--- src/rtl/wos_ctrl_pkg.sv ---
// Shared definitions for the WOS window sequencer: state encoding, default window size
// and the mask bit-index helper (bit r*MAX_N+c).
package wos_ctrl_pkg;

  localparam int MAX_N_DEFAULT = 5;

  typedef enum logic [2:0] {
    IDLE,
    CHECK,
    READ,
    WAIT,
    WRITE,
    FIN,
    ERR
  } state_t;

  function automatic int mask_bit(input int r, input int c, input int max_n);
    return r * max_n + c;
  endfunction

endpackage

--- src/rtl/wos_window_addr_gen.sv ---
// Window/output position counters and the read/write address computations (32-bit wrap).
// WOS_MASK_SKIP_EN: r/c step only through mask-selected window positions.
module wos_window_addr_gen
  import wos_ctrl_pkg::*;
#(
  parameter int MAX_N = MAX_N_DEFAULT,
  parameter int DIM_W = 10
) (
  input  logic                     clk,
  input  logic                     rst,
  input  logic                     xy_clear,
  input  logic                     xy_step,
  input  logic                     rc_first,
  input  logic                     rc_step,
  input  logic [31:0]              img_base,
  input  logic [31:0]              out_base,
  input  logic [DIM_W-1:0]         img_w,
  input  logic [DIM_W-1:0]         img_h,
  input  logic [2:0]               win_n,
  input  logic [MAX_N*MAX_N-1:0]   mask,
  output logic [31:0]              rd_addr,
  output logic [31:0]              wr_addr,
  output logic                     win_last,
  output logic                     win_empty,
  output logic                     out_last
);

  logic [DIM_W-1:0] x, y, x_max, y_max, out_w;
  logic [2:0]       r, c, first_r, first_c, next_r, next_c;
  logic             first_ok, next_ok, sel;
  logic [MAX_N*MAX_N-1:0] sh;

  assign x_max = img_w - DIM_W'(win_n);
  assign y_max = img_h - DIM_W'(win_n);
  assign out_w = x_max + 1'b1;

  // Descending scan so the last hit is the lowest row-major position.
  always_comb begin
    first_ok = 1'b0;
    first_r  = '0;
    first_c  = '0;
    next_ok  = 1'b0;
    next_r   = '0;
    next_c   = '0;
    sel      = 1'b0;
    sh       = '0;
    for (int rr = MAX_N - 1; rr >= 0; rr--) begin
      for (int cc = MAX_N - 1; cc >= 0; cc--) begin
        sh = mask >> mask_bit(rr, cc, MAX_N);
`ifdef WOS_MASK_SKIP_EN
        sel = sh[0];
`else
        sel = 1'b1;
`endif
        if (rr < int'(win_n) && cc < int'(win_n) && sel) begin
          first_ok = 1'b1;
          first_r  = 3'(rr);
          first_c  = 3'(cc);
          if (rr > int'(r) || (rr == int'(r) && cc > int'(c))) begin
            next_ok = 1'b1;
            next_r  = 3'(rr);
            next_c  = 3'(cc);
          end
        end
      end
    end
  end

  always_ff @(posedge clk) begin
    if (rst) begin
      x <= '0;
      y <= '0;
      r <= '0;
      c <= '0;
    end else begin
      if (xy_clear) begin
        x <= '0;
        y <= '0;
      end else if (xy_step) begin
        if (x == x_max) begin
          x <= '0;
          y <= y + 1'b1;
        end else begin
          x <= x + 1'b1;
        end
      end
      if (rc_first) begin
        r <= first_r;
        c <= first_c;
      end else if (rc_step) begin
        r <= next_r;
        c <= next_c;
      end
    end
  end

  assign rd_addr   = img_base + (32'(y) + 32'(r)) * 32'(img_w) + 32'(x) + 32'(c);
  assign wr_addr   = out_base + 32'(y) * 32'(out_w) + 32'(x);
  assign win_last  = !next_ok;
  assign win_empty = !first_ok;
  assign out_last  = (x == x_max) && (y == y_max);

endmodule

--- src/rtl/wos_window_sequencer.sv ---
// Sequences one WOS pass: N x N window reads, wait for the kernel, one write per output pixel.
// Waits indefinitely on res_valid; start while busy is ignored. Mask skipping under WOS_MASK_SKIP_EN.
module wos_window_sequencer
  import wos_ctrl_pkg::*;
#(
  parameter int MAX_N = MAX_N_DEFAULT,
  parameter int DIM_W = 10
) (
  input  logic                   clk,
  input  logic                   rst,
  input  logic                   start,
  input  logic [31:0]            img_base,
  input  logic [31:0]            out_base,
  input  logic [DIM_W-1:0]       img_w,
  input  logic [DIM_W-1:0]       img_h,
  input  logic [2:0]             win_n,
  input  logic [MAX_N*MAX_N-1:0] mask,
  output logic [31:0]            kernel_address,
  output logic                   kernel_running,
  output logic                   kernel_w_en,
  output logic [7:0]             kernel_input,
  input  logic [7:0]             mem_rdata,
  output logic                   pix_valid,
  output logic [7:0]             pix_data,
  output logic                   pix_last,
  input  logic                   res_valid,
  input  logic [7:0]             res_data,
  output logic                   busy,
  output logic                   done,
  output logic                   err
);

  state_t state, nxt;

  logic [31:0]            cfg_img_base, cfg_out_base;
  logic [DIM_W-1:0]       cfg_w, cfg_h;
  logic [2:0]             cfg_n;
  logic [MAX_N*MAX_N-1:0] cfg_mask;
  logic [7:0]             res_q;
  logic                   err_q, bad_cfg;
  logic                   xy_clear, xy_step, rc_first, rc_step;
  logic [31:0]            rd_addr, wr_addr;
  logic                   win_last, win_empty, out_last;

  wos_window_addr_gen #(.MAX_N(MAX_N), .DIM_W(DIM_W)) u_addr (
    .clk      (clk),
    .rst      (rst),
    .xy_clear (xy_clear),
    .xy_step  (xy_step),
    .rc_first (rc_first),
    .rc_step  (rc_step),
    .img_base (cfg_img_base),
    .out_base (cfg_out_base),
    .img_w    (cfg_w),
    .img_h    (cfg_h),
    .win_n    (cfg_n),
    .mask     (cfg_mask),
    .rd_addr  (rd_addr),
    .wr_addr  (wr_addr),
    .win_last (win_last),
    .win_empty(win_empty),
    .out_last (out_last)
  );

  assign bad_cfg = (cfg_n == 3'd0) || (int'(cfg_n) > MAX_N) ||
                   (cfg_w < DIM_W'(cfg_n)) || (cfg_h < DIM_W'(cfg_n));

  always_ff @(posedge clk) begin
    if (rst) begin
      state        <= IDLE;
      cfg_img_base <= '0;
      cfg_out_base <= '0;
      cfg_w        <= '0;
      cfg_h        <= '0;
      cfg_n        <= '0;
      cfg_mask     <= '0;
      res_q        <= '0;
      err_q        <= 1'b0;
    end else begin
      state <= nxt;
      if (state == IDLE && start) begin
        cfg_img_base <= img_base;
        cfg_out_base <= out_base;
        cfg_w        <= img_w;
        cfg_h        <= img_h;
        cfg_n        <= win_n;
        cfg_mask     <= mask;
        err_q        <= 1'b0;
      end
      if (state == CHECK && bad_cfg) err_q <= 1'b1;
      // An empty window writes 0, so clear before any window that may skip WAIT.
      if (state == WAIT && res_valid) res_q <= res_data;
      else if (state == CHECK || state == WRITE) res_q <= '0;
    end
  end

  always_comb begin
    nxt      = state;
    xy_clear = 1'b0;
    xy_step  = 1'b0;
    rc_first = 1'b0;
    rc_step  = 1'b0;
    case (state)
      IDLE:  if (start) nxt = CHECK;
      CHECK: begin
        xy_clear = 1'b1;
        rc_first = 1'b1;
        if (bad_cfg)        nxt = ERR;
        else if (win_empty) nxt = WRITE;
        else                nxt = READ;
      end
      READ: begin
        if (win_last) nxt = WAIT;
        else          rc_step = 1'b1;
      end
      WAIT:  if (res_valid) nxt = WRITE;
      WRITE: begin
        xy_step  = 1'b1;
        rc_first = 1'b1;
        if (out_last)       nxt = FIN;
        else if (win_empty) nxt = WRITE;
        else                nxt = READ;
      end
      FIN:     nxt = IDLE;
      ERR:     nxt = IDLE;
      default: nxt = IDLE;
    endcase
  end

  // WAIT keeps showing the last read address (r/c are not advanced past it).
  always_comb begin
    kernel_address = '0;
    if (state == READ || state == WAIT) kernel_address = rd_addr;
    else if (state == WRITE)            kernel_address = wr_addr;
  end

  assign kernel_running = (state == READ) || (state == WAIT) || (state == WRITE);
  assign kernel_w_en    = (state == WRITE);
  assign kernel_input   = (state == WRITE) ? res_q : 8'h00;
  assign pix_valid      = (state == READ);
  assign pix_data       = (state == READ) ? mem_rdata : 8'h00;
  assign pix_last       = (state == READ) && win_last;
  assign busy           = (state != IDLE);
  assign done           = (state == FIN) || (state == ERR);
  assign err            = err_q;

endmodule

--- config.mk ---
export PLATFORM = sky130hd
export DESIGN_NAME = wos_window_sequencer
export DESIGN_NICKNAME = d
export VERILOG_FILES = /design/src/rtl/wos_ctrl_pkg.sv /design/src/rtl/wos_window_addr_gen.sv /design/src/rtl/wos_window_sequencer.sv
export SDC_FILE = /design/constraint.sdc
export NUM_CORES = 1
export LEC_CHECK = 0
export ABC_AREA = 1
export CELL_PAD_IN_SITES_DETAIL_PLACEMENT = 1
export CELL_PAD_IN_SITES_GLOBAL_PLACEMENT = 2
export CORE_MARGIN = 2
export CORE_UTILIZATION = 33
export DETAILED_ROUTE_END_ITERATION = 16
export GPL_TIMING_DRIVEN = 0
export PLACE_DENSITY = 0.8
export SETUP_SLACK_MARGIN = 0.15
export SLEW_MARGIN = 25
export SYNTH_ARGS = -nofsm -noshare
export SYNTH_HDL_FRONTEND = slang
export SYNTH_SLANG_ARGS = --single-unit
--- constraint.sdc ---
create_clock -name clk -period 18.9 [get_ports clk]
set_input_delay 5.67 -clock clk [delete_from_list [all_inputs] [get_ports clk]]
set_output_delay 5.67 -clock clk [all_outputs]
set_load 0.005 [all_outputs]
==> results of run 1 <==
cell families after synthesis:
family	Yosys count	share of synthesized area, %
AO/OA/AOI/OAI	399	13.3
XOR/XNOR	54	3.26
adder cells (fa/ha/maj)	328	35.2
buffers and inverters	545	13.0
flip-flops	125	15.7
AND/OR/NAND/NOR	733	19.6
sequential cells by signal, summed over array words and instances, names as in the netlist:
signal	flops
u_addr.x	10
cfg_n	3
res_q	8
state	3
u_addr.y	10
cfg_img_base	32
err	1
cfg_h	10
u_addr.c	3
cfg_out_base	32
cfg_w	10
u_addr.r	3
worst paths after layout:
check	from	to	slack, ns
setup / recovery	cfg_w[0]$_SDFFE_PP0P_	kernel_address[28]	3.80
hold / removal	cfg_img_base[21]$_SDFFE_PP0P_	cfg_img_base[21]$_SDFFE_PP0P_	0.45
setup reg to reg	cfg_w[0]$_SDFFE_PP0P_	u_addr.y[3]$_SDFFE_PP0P_	15.19
hold reg to reg	cfg_img_base[21]$_SDFFE_PP0P_	cfg_img_base[21]$_SDFFE_PP0P_	0.45
area by class of cell:
| cell class | count | share of cell area (%) |
|---|---|---|
| Multi-Input combinational cell | 1514 | 60.1 |
| Sequential cell | 125 | 13.2 |
| Inverter | 480 | 9.52 |
| Timing Repair Buffer | 160 | 8.43 |
| Tap cell | 615 | 4.05 |
| Clock buffer | 20 | 2.46 |
| Buffer | 65 | 1.42 |
| Clock inverter | 12 | 0.850 |
critical path: cells and delay by family, from the launching register on:
kind            cells  cell delay, ns
simple gates       15            2.59
buf+inv            14            2.02
flops               1            0.35
compound gates      4            0.55
fa+ha+maj           8            3.42
routing by layer:
layer	GRT usage, %	vias up
li1	-	7142
met2	41.1	344
met5	0	-
met4	8.45	0
met3	4.45	58
met1	31.7	7362
Yosys cell counts, drive strengths merged (2+ instances only):
cell / count
inv: 477
nand2: 386
fa: 202
a21oi: 192
nor2: 188
o21ai: 164
ha: 126
dfxtp: 125
nand3: 81
clkbuf: 52
xor2: 39
nor3: 33
or2: 16
xnor2: 15
buf: 13
nand4: 13
a31oi: 9
nor4: 7
o211ai: 6
nor3b: 5
a21boi: 4
o22ai: 4
a211oi: 3
a32o: 3
clkinv: 3
o21bai: 3
and3: 2
o21a: 2
through the flow:
| step | hold WS (ns) | cells | area [um2] | setup WS (ns) |
|---|---|---|---|---|
| floorplan | 0.428 | 2184 | 16000 | 6.67 |
| CTS | 0.457 | 2991 | 19000 | 3.67 |
| global placement | 0.442 | 2959 | 18400 | 4.45 |
| finish | 0.453 | 2991 | 19000 | 3.80 |
| detailed placement | 0.447 | 2959 | 18400 | 4.31 |
| global route | 0.485 | 2991 | 19000 | 3.17 |
power groups by stage:
stage,logic (mW),clock network [mW],registers [mW]
3_5_place_dp,1.09,0,0.413
5_1_grt,1.23,0.381,0.419
2_1_floorplan,0.698,0,0.389
3_3_place_gp,1.07,0,0.411
4_1_cts,1.10,0.374,0.408
6_report,1.09,0.366,0.407
==> results.tsv, run 1 <==
stage	metric	value	unit
logic_synthesis	ys_ff_latch	125	
critical_path	cp_slowest_cell	fa_1	
layout	multiInputGateArea	11400	um2
logic_synthesis	ys.warnings.count	0	
route	wl_per_cell	19.6	um
sta	worst-slew-pin-transition	0.917	ns
clock_tree	htreeDepth	4	
sta	clock_skew	0.0122	ns
clock_tree	hold_buffers	0	
route	drtIter0Drc	738	
route	wl_met3	2.95	mm
layout	drive_above_1_share	4.34	%
layout	final_cell_mix	inv_1 (467), nand2_1 (377), fa_1 (202)	
clock_tree	cts_setup_buffers	0	
critical_path	cp_max_fo	10	
sta	slew_headroom	38.9	%
pwr	p_int	0.899	mW
global_route	grt.total_usage	24.5	%
placement	io_buffers	160	
logic_synthesis	synth_fp_nets	2644	
logic_synthesis	synth_ff_type	dfxtp_1	
sta	final_max_slew_viol_count	0	
logic_synthesis	synth_top_cell_by_area	fa_1	
critical_path	worstSetupPathType	flop to primary output	
pwr	swShare	51.8	%
logic_synthesis	syn_area	16000	um2
pwr	power_density	98.3	nW/um2
pwr	finalPower	1.87	mW
route	num_vias	14906	
floorplan	die_area	50200	um2
clock_tree	clock_path_buffers	2	
clock_tree	ctsResizeCount	0	
clock_tree	clock-sinks	125	
floorplan	row_count	80	
clock_tree	clock-root-buffer	clkbuf_16	
critical_path	end_kind	primary output	
outcome	status	complete, no violations	
pwr	p_clk_share	19.6	%
critical_path	worstPathArrival	9.43	ns
logic_synthesis	synth_cell_type_count	63	
min_path	hold_path_class	flop to flop	
run	cap_violations	0	
floorplan	io_pins	187	
layout	layout.nets	2823	
floorplan	die_w	224	um
logic_synthesis	yosys.area.top_type_share	25.3	%
critical_path	crit_required	13.23	ns
logic_synthesis	syn_inst	2184	
layout	fillerInstances	5980	
sta	period_share	79.9	%
global_route	grt_max_degree	17	
global_route	grt_pass1_wl	92.8	mm
route	final_antenna_net_count	0	
clock_tree	path_clk_slew	0.06	ns
critical_path	rr_worst_depth	16	
sta	tns	0	ns
sta	fmax	66.2	MHz
sta	rsz0062_at_grt	false	
critical_path	slowest_delay	0.51	ns
floorplan	die_y	224	um
global_route	grt_overflow	0	
floorplan	core_region_area	47700	um2
layout	antenna_cells	0	
floorplan	initial_core_util	33.5	%
logic_synthesis	syn_avg_cell_area	7.32	um2
clock_tree	clk-insertion-delay-late	0.49	ns
layout	final-seq-area	2500	um2
logic_synthesis	synth_seq_area_share	15.7	%
pwr	pwr-share-comb	58.6	%
placement	gp_congestion	0.884	
logic_synthesis	ys_async_sr_fraction	0	%
global_route	antenna_found_initial	2	
sta	timing_hold_violations_final	0	
layout	layout_commonest_cell	inv_1	
min_path	hold_path_depth	2	
layout	final_core_util	39.8	%
route	drt_first_pass_iters	5	
placement	place_hpwl	50.0	mm
pwr	leakage	8.86	nW
route	drc	0	
global_route	grt_pass1_vias	16036	
clock_tree	cts_tree	done	
route	wl_met2	27.7	mm
critical_path	start_kind	flop	
route	maxUsedRoutingLayer	met4	
route	drt-met1-wl	26.5	mm
sta	period_needed	15.10	ns
pwr	p_switching	0.968	mW
logic_synthesis	synth_edf_count	0	
critical_path	cpMostUsedCell	inv_1	
pwr	peakVddDrop	60.6	uV
sta	setup_viol	0	
clock_tree	numCtsBuffers	17	
logic_synthesis	synthTopCellsByArea	fa_1 (25%), dfxtp_1 (16%), inv_1 (11%)	
route	routed_wl	58.7	mm
pwr	pwr-share-seq	21.8	%
route	via_per_inst	4.98	
layout	area_growth	18.8	%
Power figures use the tool's default switching activity.
==> inputs of run 2 (changes only) <==
- clock period: 18.9 -> 14.7 ns (I/O delays scaled with it)
==> results of run 2 <==
Same layout as run 1 (identical final DEF). Status: complete, no violations.
Main changes from that run: setup slack after placement 4.31 ns -> 1.37 ns; setup slack after layout 3.80 ns -> 0.856 ns; register-to-register setup slack 15.19 ns -> 10.99 ns; total power 1.87 mW -> 2.40 mW; worst IR drop on VDD 60.6 uV -> 77.9 uV
